===== src/rtl/cdr_link_pkg.sv =====
// rtl/cdr_link_pkg.sv - shared types and constants for the CDR link controller
package cdr_link_pkg;

  typedef enum logic [1:0] {RST_CDR, HUNT, VERIFY, LOCKED} link_state_t;

  localparam int          DEF_SYNC_W    = 16;
  localparam logic [15:0] DEF_SYNC_WORD = 16'hA55A;

  function automatic int frame_bits(input int sync_w, input int frame_bytes);
    return sync_w + 8 * frame_bytes;
  endfunction

endpackage


===== src/rtl/sync_word_detector.sv =====
// rtl/sync_word_detector.sv - sliding sync-word window over the recovered bitstream
module sync_word_detector
  import cdr_link_pkg::*;
#(
  parameter int                SYNC_W    = DEF_SYNC_W,
  parameter logic [SYNC_W-1:0] SYNC_WORD = DEF_SYNC_WORD
) (
  input  logic clk,
  input  logic rst,
  input  logic en,
  input  logic din,
  input  logic clear,
  output logic match
);

  // Only SYNC_W-1 bits of history are kept; the current bit completes the window.
  logic [SYNC_W-2:0] history;
  logic [SYNC_W-1:0] window;

  assign window = {history, din};
  assign match  = en && (window == SYNC_WORD);

  always_ff @(posedge clk or posedge rst) begin
    if (rst)
      history <= '0;
    else if (clear)
      history <= '0;
    else if (en)
      history <= window[SYNC_W-2:0];
  end

endmodule


===== src/rtl/cdr_link_controller.sv =====
// rtl/cdr_link_controller.sv - CDR reset sequencing, sync hunt/verify and MSB-first byte framing
module cdr_link_controller
  import cdr_link_pkg::*;
#(
  parameter int                SYNC_W         = DEF_SYNC_W,
  parameter logic [SYNC_W-1:0] SYNC_WORD      = DEF_SYNC_WORD,
  parameter int                FRAME_BYTES    = 4,
  parameter int                VERIFY_COUNT   = 2,
  parameter int                MISS_LIMIT     = 3,
  parameter int                CDR_RST_CYCLES = 16,
  parameter int                HUNT_TIMEOUT   = 4096
) (
  input  logic       clk_x8,
  input  logic       rst,
  input  logic       cdr_d,
  input  logic       cdr_d_valid,
  input  logic       force_resync,
  output logic       cdr_rst,
  output logic [7:0] data_out,
  output logic       data_valid,
  output logic       frame_start,
  output logic       locked,
  output logic       lock_lost
);

  localparam int FRAME_BITS   = frame_bits(SYNC_W, FRAME_BYTES);
  localparam int PAYLOAD_BITS = 8 * FRAME_BYTES;
  localparam int BIT_W        = $clog2(FRAME_BITS);
  localparam int CYC_MAX      = (HUNT_TIMEOUT > CDR_RST_CYCLES) ? HUNT_TIMEOUT : CDR_RST_CYCLES;
  localparam int CNT_W        = $clog2(CYC_MAX + 1);
  localparam int VC_W         = $clog2(VERIFY_COUNT + 1);
  localparam int MISS_W       = $clog2(MISS_LIMIT + 1);

  link_state_t       state;
  logic [CNT_W-1:0]  cyc_cnt;
  logic [BIT_W-1:0]  bit_cnt;
  logic [VC_W-1:0]   verify_cnt;
  logic [MISS_W-1:0] miss_cnt;
  logic [6:0]        byte_sr;

  logic       bit_en, match, at_boundary, in_payload, byte_done;
  logic [7:0] next_byte;

  assign bit_en      = cdr_d_valid && (state != RST_CDR);
  assign at_boundary = bit_en && (bit_cnt == BIT_W'(FRAME_BITS - 1));
  assign in_payload  = bit_cnt < BIT_W'(PAYLOAD_BITS);
  assign byte_done   = bit_en && (state == LOCKED) && in_payload && (bit_cnt[2:0] == 3'd7);
  assign next_byte   = {byte_sr, cdr_d};

  sync_word_detector #(
    .SYNC_W   (SYNC_W),
    .SYNC_WORD(SYNC_WORD)
  ) u_detector (
    .clk  (clk_x8),
    .rst  (rst),
    .en   (bit_en),
    .din  (cdr_d),
    .clear(state == RST_CDR),
    .match(match)
  );

  always_ff @(posedge clk_x8 or posedge rst) begin
    if (rst) begin
      state       <= RST_CDR;
      cyc_cnt     <= '0;
      bit_cnt     <= '0;
      verify_cnt  <= '0;
      miss_cnt    <= '0;
      byte_sr     <= '0;
      cdr_rst     <= 1'b1;
      data_out    <= '0;
      data_valid  <= 1'b0;
      frame_start <= 1'b0;
      locked      <= 1'b0;
      lock_lost   <= 1'b0;
    end else begin
      data_valid  <= 1'b0;
      frame_start <= 1'b0;
      lock_lost   <= 1'b0;
      if (force_resync) begin
        state     <= RST_CDR;
        cyc_cnt   <= '0;
        cdr_rst   <= 1'b1;
        locked    <= 1'b0;
        lock_lost <= (state == LOCKED);
      end else begin
        case (state)
          RST_CDR: begin
            if (cyc_cnt == CNT_W'(CDR_RST_CYCLES - 1)) begin
              state   <= HUNT;
              cyc_cnt <= '0;
              cdr_rst <= 1'b0;
            end else begin
              cyc_cnt <= cyc_cnt + 1'b1;
            end
          end
          HUNT: begin
            if (match) begin
              state      <= VERIFY;
              bit_cnt    <= '0;
              verify_cnt <= VC_W'(1);
            end else if (cyc_cnt == CNT_W'(HUNT_TIMEOUT - 1)) begin
              state   <= RST_CDR;
              cyc_cnt <= '0;
              cdr_rst <= 1'b1;
            end else begin
              cyc_cnt <= cyc_cnt + 1'b1;
            end
          end
          VERIFY: begin
            if (at_boundary) begin
              bit_cnt <= '0;
              if (!match) begin
                state   <= HUNT;
                cyc_cnt <= '0;
              end else if (verify_cnt == VC_W'(VERIFY_COUNT - 1)) begin
                state    <= LOCKED;
                locked   <= 1'b1;
                miss_cnt <= '0;
              end else begin
                verify_cnt <= verify_cnt + 1'b1;
              end
            end else if (bit_en) begin
              bit_cnt <= bit_cnt + 1'b1;
            end
          end
          LOCKED: begin
            if (at_boundary) begin
              bit_cnt <= '0;
              if (match) begin
                miss_cnt <= '0;
              end else if (miss_cnt == MISS_W'(MISS_LIMIT - 1)) begin
                state     <= RST_CDR;
                cyc_cnt   <= '0;
                cdr_rst   <= 1'b1;
                locked    <= 1'b0;
                lock_lost <= 1'b1;
                miss_cnt  <= '0;
              end else begin
                miss_cnt <= miss_cnt + 1'b1;
              end
            end else if (bit_en) begin
              bit_cnt <= bit_cnt + 1'b1;
              if (in_payload) byte_sr <= next_byte[6:0];
              if (byte_done) begin
                data_out    <= next_byte;
                data_valid  <= 1'b1;
                frame_start <= (bit_cnt == BIT_W'(7));
              end
            end
          end
          default: state <= RST_CDR;
        endcase
      end
    end
  end

endmodule


===== config.mk =====
export PLATFORM = sky130hd
export DESIGN_NAME = cdr_link_controller
export DESIGN_NICKNAME = d
export VERILOG_FILES = /design/src/rtl/cdr_link_pkg.sv /design/src/rtl/sync_word_detector.sv /design/src/rtl/cdr_link_controller.sv
export SDC_FILE = /design/constraint.sdc
export NUM_CORES = 1
export LEC_CHECK = 0
export CORE_ASPECT_RATIO = 1.75
export CORE_MARGIN = 2
export CORE_UTILIZATION = 30
export CTS_BUF_LIST = sky130_fd_sc_hd__clkbuf_4 sky130_fd_sc_hd__clkbuf_8 sky130_fd_sc_hd__clkbuf_16
export DETAILED_ROUTE_END_ITERATION = 7
export GPL_TIMING_DRIVEN = 0
export SETUP_SLACK_MARGIN = 0.02
export SYNTH_ARGS = -nofsm -noshare
export SYNTH_HDL_FRONTEND = slang
export SYNTH_HIERARCHICAL = 1
export SYNTH_SLANG_ARGS = --single-unit
export TNS_END_PERCENT = 1

===== constraint.sdc =====
create_clock -name clk_x8 -period 7.3 [get_ports clk_x8]
set_input_delay 1.46 -clock clk_x8 [delete_from_list [all_inputs] [get_ports clk_x8]]
set_output_delay 1.46 -clock clk_x8 [all_outputs]
set_load 0.01 [all_outputs]

[Word level (Yosys, flattened, before mapping)]
Cells that the tools add are included.
Operators by class
  multiply operators: 0
  bitwise gates (word level): 2
  shift-type cells: 0
  div/mod/pow operators: 0
  $lt $le $gt $ge: 1
  reduce and logical (&&, ||, !) cells: 24
  eq/ne operators: 30
  multiplexer cells: 70
  add/sub/neg operators: 4
Operators with widths (number)
  $mux W13: 9
  $pmux W13 S4: 1
  $mux W2: 20
  $mux W15: 2
  $mux W1: 29
  $ne A3 B3 Y1 const B: 9
  $reduce_and A7 Y1: 3
  $mux W6: 3
  $reduce_and A6 Y1: 3
  $eq A16 B16 Y1 const B: 1
  $add A13 B1 Y13 const B: 1
  $eq A13 B12 Y1 const B: 1
  $eq A13 B4 Y1 const B: 1
  $ne A2 B2 Y1 const B: 6
  $pmux W6 S2: 1
  $reduce_and A5 Y1: 2
  $reduce_bool A2 Y1: 5
  $ne A4 B4 Y1 const B: 2
  $pmux W2 S2: 2
  $pmux W2 S4: 1
  $add A6 B1 Y6 const B: 1
  $eq A2 B2 Y1 const B: 3
  $eq A6 B3 Y1 const B: 1
  $eq A6 B6 Y1 const B: 1
  15 further kinds: 23
Storage, ports and cells
  input port bits: 5
  output and inout port bits: 13
  latch bits: 0
  RAM bits: 0
  flip-flop bits (word level): 60
  word-level logic and storage cells: 144
  memories: 0
  bits in read-only memories: 0

[Longest topological paths before layout]
Gate-level depths: netlist of the first run.
  word-level depth: 10
  depth in mapped cells: 12

[Hierarchy]
Netlist of the first run, hierarchy kept.
By module, submodules not included
  cdr_link_controller: seq. area each 1127.3 µm², cells an instance 227, area each 2363.5 µm², times used 1
  sync_word_detector: seq. area each 375.4 µm², cells an instance 57, area each 669.4 µm², times used 1

[Worst setup path before layout of the first run]
Ideal clock, no wire load.
  path type: input to register
  start point: input port cdr_d_valid
  end point: register cyc_cnt[8]
  setup time: 0.110 ns
  data required time: 7.190 ns
  buffers on the path: 3
  stages: 11
  arrival time: 3.133 ns
  path slack: 4.057 ns
  cell sequence: o21a_1 buf_4 nand2_1 nor4_2 clkbuf_1 o21a_1 a31oi_4 a21oi_2 buf_4 o21ai_0 o41ai_1
Between the ends
  cells in the longest elaborated chain, start to end: 4
  elaborated cells between the ends (all ways): 9
Ends and longest elaborated chain
  start, declared: RTL line cdr_link_controller.sv:16  | input logic cdr_d_valid,
  $logic_and A1 B1 Y1 (*): RTL line cdr_link_controller.sv:44  | assign bit_en = cdr_d_valid && (state != RST_CDR);
  $logic_and A1 B1 Y1 (*): RTL line sync_word_detector.sv:21  | assign match = en && (window == SYNC_WORD);
  net match: RTL line cdr_link_controller.sv:41  | logic bit_en, match, at_boundary, in_payload, byte_done;
  $ne A3 B3 Y1 (no line)
  $reduce_and A6 Y1 (no line) (*)
  end signal, assigned: RTL line cdr_link_controller.sv:94  | cyc_cnt <= cyc_cnt + 1'b1;
  end signal, assigned: RTL line cdr_link_controller.sv:107  | cyc_cnt <= cyc_cnt + 1'b1;
  end, declared: RTL line cdr_link_controller.sv:35  | logic [CNT_W-1:0] cyc_cnt;
The timed path passes the listed nets; every way through them passes the cells marked *.
A chain may end at the register's enable or synchronous reset.

[Worst setup path after layout of the first run]
  start point: input port cdr_d_valid
  end point: register cyc_cnt[8]
Between the ends
  cells in the longest elaborated chain, start to end: 4
  elaborated cells between the ends (all ways): 9
Ends and longest elaborated chain (RTL line)
  $logic_and A1 B1 Y1 (*): cdr_link_controller.sv:44
  net bit_en: cdr_link_controller.sv:41
  $logic_and A1 B1 Y1 (*): sync_word_detector.sv:21
  net match: cdr_link_controller.sv:41
  $ne A3 B3 Y1 (no line)
  $reduce_and A6 Y1 (no line) (*)
Marks and branches as above.

==> results of run 1 <==
cells by family after synthesis:
kind of cell               share of synthesized area
adders and majority gates                     0.0165
AOI/OAI and AO/OA                              0.122
DFF                                            0.495
buffers and inverters                         0.0450
and+or+nand+nor                                0.202
muxes                                          0.119
synthesized netlist by cell type, drive strengths merged (2+ instances only):
library cell  instances  area [sq um]
dfrtp                59          1480
mux2i                17           170
nor4                  8          71.3
a22oi                 3          27.5
nand3b                2          15.0
o21a                  3          22.5
nand4                 4          40.0
clkbuf                4          15.0
a22o                  2          17.5
nor2b                 2          15.0
buf                  10          76.3
a21oi                 7          38.8
nor2                 28           113
nor4b                 2          23.8
o21ai                18          90.1
o41ai                 3          26.3
nand2                22          87.6
a31oi                 2          27.5
ha                    4          50.1
and3                  4          25.0
nand3                16          85.1
inv                  12          45.0
o31ai                 7          52.6
a211oi                2          15.0
nor3                  8          51.3
nand2b                3          18.8
or3                   2          12.5
mux2                 17           191
through the flow:
stage	std cells	power, mW	cell area [sq um]	hold WS [ns]
5_1_grt	443	0.840	3680	0.507
3_5_place_dp	427	0.399	3380	0.478
4_1_cts	443	0.820	3680	0.490
2_1_floorplan	284	0.383	3030	0.454
3_3_place_gp	426	0.397	3360	0.467
6_report	443	0.814	3680	0.486
sequential cells by signal (all words and copies together), names as in the netlist:
| signal | cells |
|---|---|
| u_detector/history | 15 |
| cyc_cnt | 13 |
| data_out | 8 |
| byte_sr | 7 |
| bit_cnt | 6 |
| miss_cnt | 2 |
| state | 2 |
| verify_cnt | 2 |
| cdr_rst | 1 |
| data_valid | 1 |
| frame_start | 1 |
| lock_lost | 1 |
| locked | 1 |
worst max-delay path, cell delays in order:
cell and delay, ns:
clkdlybuf4s50_1 0.58, o21a_1 0.23, buf_4 0.19, nand2_1 0.10
nor4_2 0.28, clkbuf_1 0.34, o21a_1 0.22, a31oi_4 0.08
a21oi_2 0.32, buf_4 0.23, o21ai_0 0.10, o41ai_1 0.08
power breakdown:
group          total [mW]  switching (mW)  internal (mW)
sequential          0.341         0.00383          0.338
clock               0.421           0.154          0.267
combinational      0.0514          0.0329         0.0185
layer usage:
| metal | vias to the layer above | part of all wire | track usage |
|---|---|---|---|
| met4 | 0 | 0.015 | 0.0518 |
| met5 | - | 0 | 0 |
| met2 | 35 | 0.54 | 0.233 |
| li1 | 1082 | - | - |
| met3 | 8 | 0.032 | 0.0396 |
| met1 | 1149 | 0.41 | 0.138 |
area by class of cell:
class / instances / area (sq um) / area share
repair buffers: 18 / 190 / 0.0517
well taps: 125 / 156 / 0.0425
clock inverters: 6 / 65.1 / 0.0177
inverters: 12 / 45.0 / 0.0122
flip-flops and latches: 60 / 1500 / 0.409
plain buffers: 14 / 91.3 / 0.0248
clock buffers: 10 / 233 / 0.0633
multi-input cells: 198 / 1390 / 0.379
worst max path at each step:
stage | start | endpoint | slack, ns | cells after the start
finish | cdr_d_valid | cyc_cnt[8] | 3.28 | 12
global route | cdr_d_valid | cyc_cnt[12] | 3.04 | 12
detailed placement | cdr_d_valid | cyc_cnt[8] | 2.96 | 12
CTS | cdr_d_valid | cyc_cnt[8] | 3.28 | 12
global placement | cdr_d_valid | cyc_cnt[4] | 3.00 | 12
floorplan | cdr_d_valid | cyc_cnt[8] | 4.06 | 11
==> key figures, run 1 <==
Global route
  – Largest net degree at the start of global routing: 35
  – GRT Total Usage: 0.130
  – GRT overflow: 0
  – First-pass GRT wire length: 11000 um
  – Antenna violations before repair: 0
  – Vias in the first global route: 2329

Pwr
  – Leakage: 1.56 nW
  – PwrDens: 221 mW/mm^2
  – Max VDD drop: 0.000120 V

Clock tree
  – CTS sink cnt: 60
  – Post-CTS Hold Buffers: 0
  – Root Buffer: clkbuf_16
  – Inserted Clock Buffers: 9
  – CTS H-tree lvls: 3
  – Postcts setup bufs: 0
  – Clk_lat worst skew: 0.33 ns
  – Clock transition at the registers of the reported paths: 0.05 ns
  – CTS tree: yes
  – Maximum root-to-sink buffer count: 2
  – PostCTS Resize Cnt: 0

Layout
  – Commonest cells after routing, fill and taps aside: 59 x dfrtp_1, 27 x nor2_1, 20 x nand2_1
  – Commonest non-fill, non-tap cell in the layout: dfrtp_1
  – Proportion of layout cells with a drive suffix above 1: 0.182
  – # diodes: 0
  – Area growth syn-to-layout: 21.2%
  – Nets@finish: 322
  – Fin util: 0.373
  – Fill count: 982

STA
  – Final-report hold violation count: 0
  – Fin Setup TNS: 0 ns
  – Worst slew pin tran: 0.585 ns
  – Slew margin rel.: 0.610
  – Final worst slack: 3.28 ns
  – Fmax: 248 MHz
  – Final setup fails: 0
  – RSZ-0062 raised after global routing: no
  – Clock skew: 0.00819 ns
  – Slew Limit Fails: 0
  – Minimum clock period: 4.02 ns
  – Final worst-path cycle share: 0.551

Setup path
  – R2R Path End: cyc_cnt[8]
  – R2r setup slk: 4.43 ns
  – Worst EP arrival: 4.23 ns
  – Maximum fanout along the worst path: 10
  – Worst endpoint required time: 7.51 ns
  – Crit Reg-Reg Startpoint: state[0]
  – Crit end category: flop
  – CP Launch Type: input pin
  – Worst Reg2Reg Path Length in Cells: 12
  – Critical path type: input pin to flop

Floorplanning
  – Number of cell rows: 48
  – Number of top-level pins: 18
  – Core area: 0.00985 sq mm
  – Die Area: 0.0110 sq mm
  – Starting Density: 0.308
  – Die span in x: 80.0 um
  – Die Ht: 137 um

Logic synthesis
  – Ys async rst share: 1.00
  – Netlist Area Pre-Place: 0.00303 sq mm
  – Syn Area/Cell: 10.7 sq um
  – Number of synthesized register bits: 60
  – Yosys warning total: 6
  – Most used DFF post-synth: dfrtp_1
  – Sequential element share of the synthesized area: 0.495
  – EDFF count, synth: 0
  – Yosys cell types: 57
  – Syn Nets: 293
  – Post-synthesis cell count: 284

Placement
  – Final weighted congestion of routability-driven global placement: 0.773
  – Pre-CTS WS: 2.96 ns
  – Post-DP HPWL: 4660 um
  – PortBufs: 17

Route
  – Avg WL per Cell: 14.5 um
  – Vias: 2274
  – DRT antenna net count: 0
  – Drt initial violations: 123
  – Avg Vias per Cell: 5.13
  – Residual DRC: 0
  – DR pass1 iterations: 4
  – Routed WL: 6420 um

Status
  – Status: completed

Run
  – Max Cap Viol: 0

Min path
  – WHS Endpoint: data_out[7]
  – Hold/Removal Path Class: flop to flop
  – Hold path cells: 1
  – HP Start: byte_sr[6]
(Power assumes the default switching activity.)
==> run 2, diff against run 1 <==
==> constraint.sdc (replaced) <==
create_clock -name clk_x8 -period 3.3 [get_ports clk_x8]
set_input_delay 0.66 -clock clk_x8 [delete_from_list [all_inputs] [get_ports clk_x8]]
set_output_delay 0.66 -clock clk_x8 [all_outputs]
set_load 0.01 [all_outputs]
==> run 2 against run 1 <==
Compared with the run above:
- largest cell class unchanged
- critical path depth unchanged
- die area unchanged
- clock skew down 0.0011 ns
- power up 120%
- core utilization up 0.089 points
- via count down 0.26%
- critical path type unchanged
- non-clock buffer count unchanged
==> key figures, run 2 (synthesis results as in run 1) <==
Global route
  – Largest net degree at the start of global routing: 35 (unchanged)
  – GRT overflow: 0 (unchanged)
  – GRT Total Usage: 0.130 (unchanged)
  – First-pass GRT wire length: 11000 um (unchanged)
  – Vias in the first global route: 2329 (unchanged)
  – Antenna violations before repair: 0 (unchanged)

Layout
  – Commonest cells after routing, fill and taps aside: 59 x dfrtp_1, 27 x nor2_1, 20 x nand2_1 (unchanged)
  – Non-filler cells, final: 443 (unchanged)
  – Biggest register: u_detector/history (unchanged)
  – Commonest non-fill, non-tap cell in the layout: dfrtp_1 (unchanged)
  – Area growth syn-to-layout: 21.5% (was 21.2%)
  – Max FFs per register: 15 (unchanged)
  – Proportion of layout cells with a drive suffix above 1: 0.186 (was 0.182)
  – # diodes: 0 (unchanged)
  – Fill count: 980 (was 982)
  – Nets@finish: 322 (unchanged)
  – Largest regs: u_detector/history (15), cyc_cnt (13), data_out (8) (unchanged)

STA
  – Minimum clock period: 3.01 ns
  – Final-report hold violation count: 0 (unchanged)
  – Slew margin rel.: 0.610 (unchanged)
  – Clock skew: 0.00711 ns (was 0.00819 ns)
  – RSZ-0062 raised after global routing: no (unchanged)
  – Final worst slack: 0.288 ns (was 3.28 ns)
  – Final worst-path cycle share: 0.913
  – Fin Setup TNS: 0 ns (unchanged)
  – Slew Limit Fails: 0 (unchanged)
  – Fmax: 332 MHz
  – Final setup fails: 0 (unchanged)
  – Worst slew pin tran: 0.585 ns (unchanged)

Clock tree
  – CTS H-tree lvls: 3 (unchanged)
  – CTS sink cnt: 60 (unchanged)
  – Maximum root-to-sink buffer count: 2 (unchanged)
  – PostCTS Resize Cnt: 0 (unchanged)
  – Root Buffer: clkbuf_16 (unchanged)
  – CTS tree: yes (unchanged)
  – Clock transition at the registers of the reported paths: 0.05 ns (about the same)
  – Postcts setup bufs: 0 (unchanged)
  – Post-CTS Hold Buffers: 0 (unchanged)
  – Clk_lat worst skew: 0.33 ns (about the same)
  – Inserted Clock Buffers: 9 (unchanged)

Setup path
  – Crit end category: flop (unchanged)
  – Crit-path leading delay family: buffers and inverters (unchanged)
  – Worst endpoint required time: 3.51 ns (was 7.51 ns)
  – Worst path buffer plus inverter count: 4 (unchanged)
  – Worst EP arrival: 3.22 ns (was 4.23 ns)
  – Critical path type: input pin to flop (unchanged)
  – CP Launch Type: input pin (unchanged)
  – CP max-delay cell: clkdlybuf4s50_1 (unchanged)
  – CP peak stage delay: 0.59 ns (was 0.58 ns)
  – Maximum fanout along the worst path: 10 (unchanged)
  – Cells along the critical path: clkdlybuf4s50_1 -> o21a_1 -> buf_4 -> nand2_1 -> nor4_2 -> clkbuf_2 -> o21a_1 -> a31oi_4 -> a21oi_4 -> buf_4 -> o21ai_0 -> o41ai_1 (was clkdlybuf4s50_1 -> o21a_1 -> buf_4 -> nand2_1 -> nor4_2 -> clkbuf_1 -> o21a_1 -> a31oi_4 -> a21oi_2 -> buf_4 -> o21ai_0 -> o41ai_1)

Placement
  – Post-DP HPWL: 4660 um (unchanged)
  – Pre-CTS WS: -0.237 ns (was 2.96 ns)
  – Inst Count DP: 427 (unchanged)
  – PortBufs: 17 (unchanged)
  – Final weighted congestion of routability-driven global placement: 0.773 (unchanged)

Floorplanning
  – Die span in x: 80.0 um (unchanged)
  – Die Area: 0.0110 sq mm (unchanged)
  – Die Ht: 137 um (unchanged)
  – Number of cell rows: 48 (unchanged)
  – Core area: 0.00985 sq mm (unchanged)
  – Number of top-level pins: 18 (unchanged)
  – Starting Density: 0.308 (unchanged)

Route
  – Drt initial violations: 113 (was 123)
  – DRT antenna net count: 0 (unchanged)
  – Avg WL per Cell: 14.5 um (about the same)
  – DR pass1 iterations: 4 (unchanged)
  – Routed WL: 6420 um (about the same)
  – Vias: 2268 (was 2274)
  – Avg Vias per Cell: 5.12 (was 5.13)
  – Residual DRC: 0 (unchanged)

Pwr
  – Max VDD drop: 0.000265 V (was 0.000120 V)
  – Leakage: 1.57 nW (was 1.56 nW)
  – PwrDens: 488 mW/mm^2 (was 221 mW/mm^2)

Min path
  – Hold/Removal Path Class: flop to flop (unchanged)

Status
  – Status: completed (unchanged)

Run
  – Max Cap Viol: 0 (unchanged)
-- run 2: cell counts in the layout (fill, tap and decap cells not counted) --
No cell type changed its count.
-- run 2: path summary, 6_finish.rpt --
| path | startpoint | to | slack (ns) | depth (start not counted) |
|---|---|---|---|---|
| max in group asynchronous | rst | u_detector/history[11] | 2.16 | 2 |
| hold reg to reg | verify_cnt[0] | verify_cnt[0] | 0.49 | 1 |
| hold / removal | verify_cnt[0] | verify_cnt[0] | 0.49 | 1 |
| setup reg to reg | state[0] | cyc_cnt[8] | 0.65 | 12 |
| setup / recovery | cdr_d_valid | cyc_cnt[8] | 0.29 | 12 |
| min in group asynchronous | rst | cyc_cnt[6] | 0.63 | 2 |
-- run 2: cell type report --
class	instances	area [sq um]	share of cell area
sequential	60	1500	0.408
multi-input combinational	198	1400	0.380
clock buffer	10	233	0.0631
timing repair buffer	18	190	0.0516
tap	125	156	0.0424
buffer	14	92.6	0.0251
clock inverter	6	65.1	0.0177
inverter	12	45.0	0.0122
-- run 2: per-stage QoR --
step	hold WS, ns	total power [mW]	utilization	cell area [sq um]
after floorplan	0.454	0.847	-	3030
after detailed placement	0.478	0.883	0.343	3380
final	0.487	1.80	0.374	3690
after global routing	0.507	1.86	0.374	3690
after CTS	0.490	1.81	0.373	3680
after global placement	0.467	0.879	0.341	3360
-- run 2: routing by layer --
metal	share of wire	global-route usage
met5	0	0
met1	0.41	0.138
met4	0.015	0.0518
met2	0.55	0.233
met3	0.027	0.0396
-- run 2: report_power, final --
part           internal [mW]  switching (mW)
logic                 0.0410          0.0734
clock network          0.590           0.339
registers              0.747         0.00835
total                   1.38           0.421
==> run 3, diff against run 2 <==
--- a/config.mk
+++ b/config.mk
@@ -5,12 +5,15 @@
 export SDC_FILE = /design/constraint.sdc
 export NUM_CORES = 1
 export LEC_CHECK = 0
+export CELL_PAD_IN_SITES_DETAIL_PLACEMENT = 0
+export CELL_PAD_IN_SITES_GLOBAL_PLACEMENT = 1
 export CORE_ASPECT_RATIO = 1.75
 export CORE_MARGIN = 2
 export CORE_UTILIZATION = 30
 export CTS_BUF_LIST = sky130_fd_sc_hd__clkbuf_4 sky130_fd_sc_hd__clkbuf_8 sky130_fd_sc_hd__clkbuf_16
 export DETAILED_ROUTE_END_ITERATION = 7
 export GPL_TIMING_DRIVEN = 0
+export PLACE_DENSITY_LB_ADDON = 0.1
 export SETUP_SLACK_MARGIN = 0.02
 export SYNTH_ARGS = -nofsm -noshare
 export SYNTH_HDL_FRONTEND = slang
==> run 3 against run 2 <==
Compared with the run above:
- register-to-register slack worse by 0.08 ns
- die area did not move
- non-clock buffer count rose by 2
- first-iteration DRC count fell by 32%
- critical endpoint unchanged
- setup slack got worse by 0.032 ns
- routed wire length increased by 15%
- clock skew fell by 0.00052 ns
- maximum frequency fell by 1.1%
- sequential share of layout area decreased by 0.19 points
- core utilization is 0.18 points higher
==> key figures, run 3 (synthesis results as in run 1) <==
STA
  – Minimum clock period: 3.04 ns (was 3.01 ns)
  – Final worst slack: 0.256 ns (was 0.288 ns)
  – Slew Limit Fails: 0 (unchanged)
  – RSZ-0062 raised after global routing: no (unchanged)
  – Clock skew: 0.00658 ns (was 0.00711 ns)
  – Final-report hold violation count: 0 (unchanged)
  – Slew margin rel.: 0.609 (was 0.610)
  – Fmax: 329 MHz (was 332 MHz)
  – Worst hold slack: 0.478 ns (was 0.487 ns)
  – Worst slew pin tran: 0.586 ns (was 0.585 ns)
  – Final worst-path cycle share: 0.922 (was 0.913)
  – Fin Setup TNS: 0 ns (unchanged)
  – Final setup fails: 0 (unchanged)

Placement
  – Post-DP HPWL: 5420 um (was 4660 um)
  – Inst Count DP: 427 (unchanged)
  – PortBufs: 17 (unchanged)
  – Placed Area: 0.00338 sq mm (unchanged)
  – Pre-CTS WS: -0.361 ns (was -0.237 ns)
  – Final weighted congestion of routability-driven global placement: 0.773 (about the same)

Layout
  – Fill count: 1008 (was 980)
  – Non-filler cells, final: 445 (was 443)
  – Max FFs per register: 15 (unchanged)
  – Commonest cells after routing, fill and taps aside: 59 x dfrtp_1, 27 x nor2_1, 20 x nand2_1 (unchanged)
  – Biggest register: u_detector/history (unchanged)
  – Nets@finish: 324 (was 322)
  – Fin area: 0.00370 sq mm (was 0.00369 sq mm)
  – Largest regs: u_detector/history (15), cyc_cnt (13), data_out (8) (unchanged)
  – Area growth syn-to-layout: 22.1% (was 21.5%)
  – Commonest non-fill, non-tap cell in the layout: dfrtp_1 (unchanged)
  – Proportion of layout cells with a drive suffix above 1: 0.191 (was 0.186)
  – # diodes: 0 (unchanged)
  – Fin util: 0.376 (was 0.374)

Clock tree
  – Root Buffer: clkbuf_16 (unchanged)
  – Clk_lat worst skew: 0.33 ns (about the same)
  – Clock transition at the registers of the reported paths: 0.05 ns (about the same)
  – CTS H-tree lvls: 3 (unchanged)
  – Post-CTS Hold Buffers: 0 (unchanged)
  – Inserted Clock Buffers: 9 (unchanged)
  – Maximum root-to-sink buffer count: 2 (unchanged)
  – CTS sink cnt: 60 (unchanged)
  – CTS tree: yes (unchanged)

Setup path
  – Crit end category: flop (unchanged)
  – Worst endpoint required time: 3.52 ns (was 3.51 ns)
  – CP Launch Type: input pin (unchanged)
  – Critical path type: input pin to flop (unchanged)
  – R2r setup slk: 0.57 ns (was 0.65 ns)
  – Maximum fanout along the worst path: 10 (unchanged)
  – Worst EP arrival: 3.26 ns (was 3.22 ns)

Floorplanning
  – Core area: 0.00985 sq mm (unchanged)
  – Starting Density: 0.308 (unchanged)
  – Die Area: 0.0110 sq mm (unchanged)
  – Number of top-level pins: 18 (unchanged)
  – Die Ht: 137 um (unchanged)
  – Die span in x: 80.0 um (unchanged)
  – Number of cell rows: 48 (unchanged)

Run
  – Max Cap Viol: 0 (unchanged)

Route
  – DR pass1 iterations: 4 (unchanged)
  – Residual DRC: 0 (unchanged)
  – Avg Vias per Cell: 5.03 (was 5.12)
  – Vias: 2240 (was 2268)
  – Avg WL per Cell: 16.6 um (was 14.5 um)
  – Routed WL: 7370 um (was 6420 um)
  – Drt initial violations: 77 (was 113)
  – DRT antenna net count: 0 (unchanged)

Pwr
  – PwrDens: 487 mW/mm^2 (was 488 mW/mm^2)
  – Tot Pwr: 1.80 mW (about the same)
  – Leakage: 1.59 nW (was 1.57 nW)
  – Max VDD drop: 0.000284 V (was 0.000265 V)

Global route
  – GRT overflow: 0 (unchanged)
  – Vias in the first global route: 2310 (was 2329)
  – Largest net degree at the start of global routing: 33 (was 35)
  – First-pass GRT wire length: 12100 um (was 11000 um)
  – GRT Total Usage: 0.149 (was 0.130)
  – Antenna violations before repair: 0 (unchanged)

Status
  – Status: completed (unchanged)

Min path
  – Hold/Removal Path Class: flop to flop (unchanged)
==> run 3: cell types whose count changed in the layout (fill, tap and decap cells not counted), sizes merged <==
cell	before	now
buf	11	13
clkbuf	14	13
clkinv	1	5
clkinvlp	4	0
inv	12	13
==> run 3: report_power, final <==
group          internal, mW  switching, mW  leakage [nW]
logic                0.0409         0.0764         0.614
clock network         0.587          0.343         0.150
registers             0.747        0.00924         0.830
total                  1.37          0.428          1.59
==> run 3: layer usage <==
| layer | global-route usage | wire length (um) | vias to the layer above |
|---|---|---|---|
| met5 | 0 | 0 | - |
| met1 | 0.155 | 2890 | 1101 |
| met4 | 0.0744 | 131 | 0 |
| met2 | 0.270 | 4160 | 32 |
| li1 | - | - | 1097 |
| met3 | 0.0396 | 190 | 10 |
==> run 3: timing repair <==
item,4_1_cts,5_1_grt
setup endpoints to repair,5,11
pin swaps,0,1
resized for setup,1,2
buffers inserted,0,2
==> run 3: worst max-delay path, cell delays in order <==
cell and delay (ns):
clkdlybuf4s50_1 0.56, o21a_1 0.23, buf_4 0.20, nand2_1 0.10, nor4_2 0.28, clkbuf_2 0.25
o21a_1 0.19, a31oi_4 0.09, a21oi_4 0.28, buf_4 0.22, o21ai_0 0.10, o41ai_1 0.07
==> run 3: path summary, 6_finish.rpt <==
path                               startpoint            end  cells after the start
worst max-delay path              cdr_d_valid     cyc_cnt[8]                     12
worst min-delay path            verify_cnt[0]  verify_cnt[0]                      1
worst max register to register       state[0]     cyc_cnt[8]                     12
worst min register to register  verify_cnt[0]  verify_cnt[0]                      1
max in group asynchronous                 rst        cdr_rst                      3
min in group asynchronous                 rst  verify_cnt[1]                      2
==> run 3: layout make-up <==
type | instances | area, sq um | area share
Buffer | 14 | 92.6 | 0.0250
Multi-Input combinational cell | 198 | 1400 | 0.378
Inverter | 12 | 45.0 | 0.0122
Sequential cell | 60 | 1500 | 0.406
Clock inverter | 7 | 75.1 | 0.0203
Timing Repair Buffer | 20 | 205 | 0.0554
Clock buffer | 9 | 225 | 0.0608
Tap cell | 125 | 156 | 0.0422
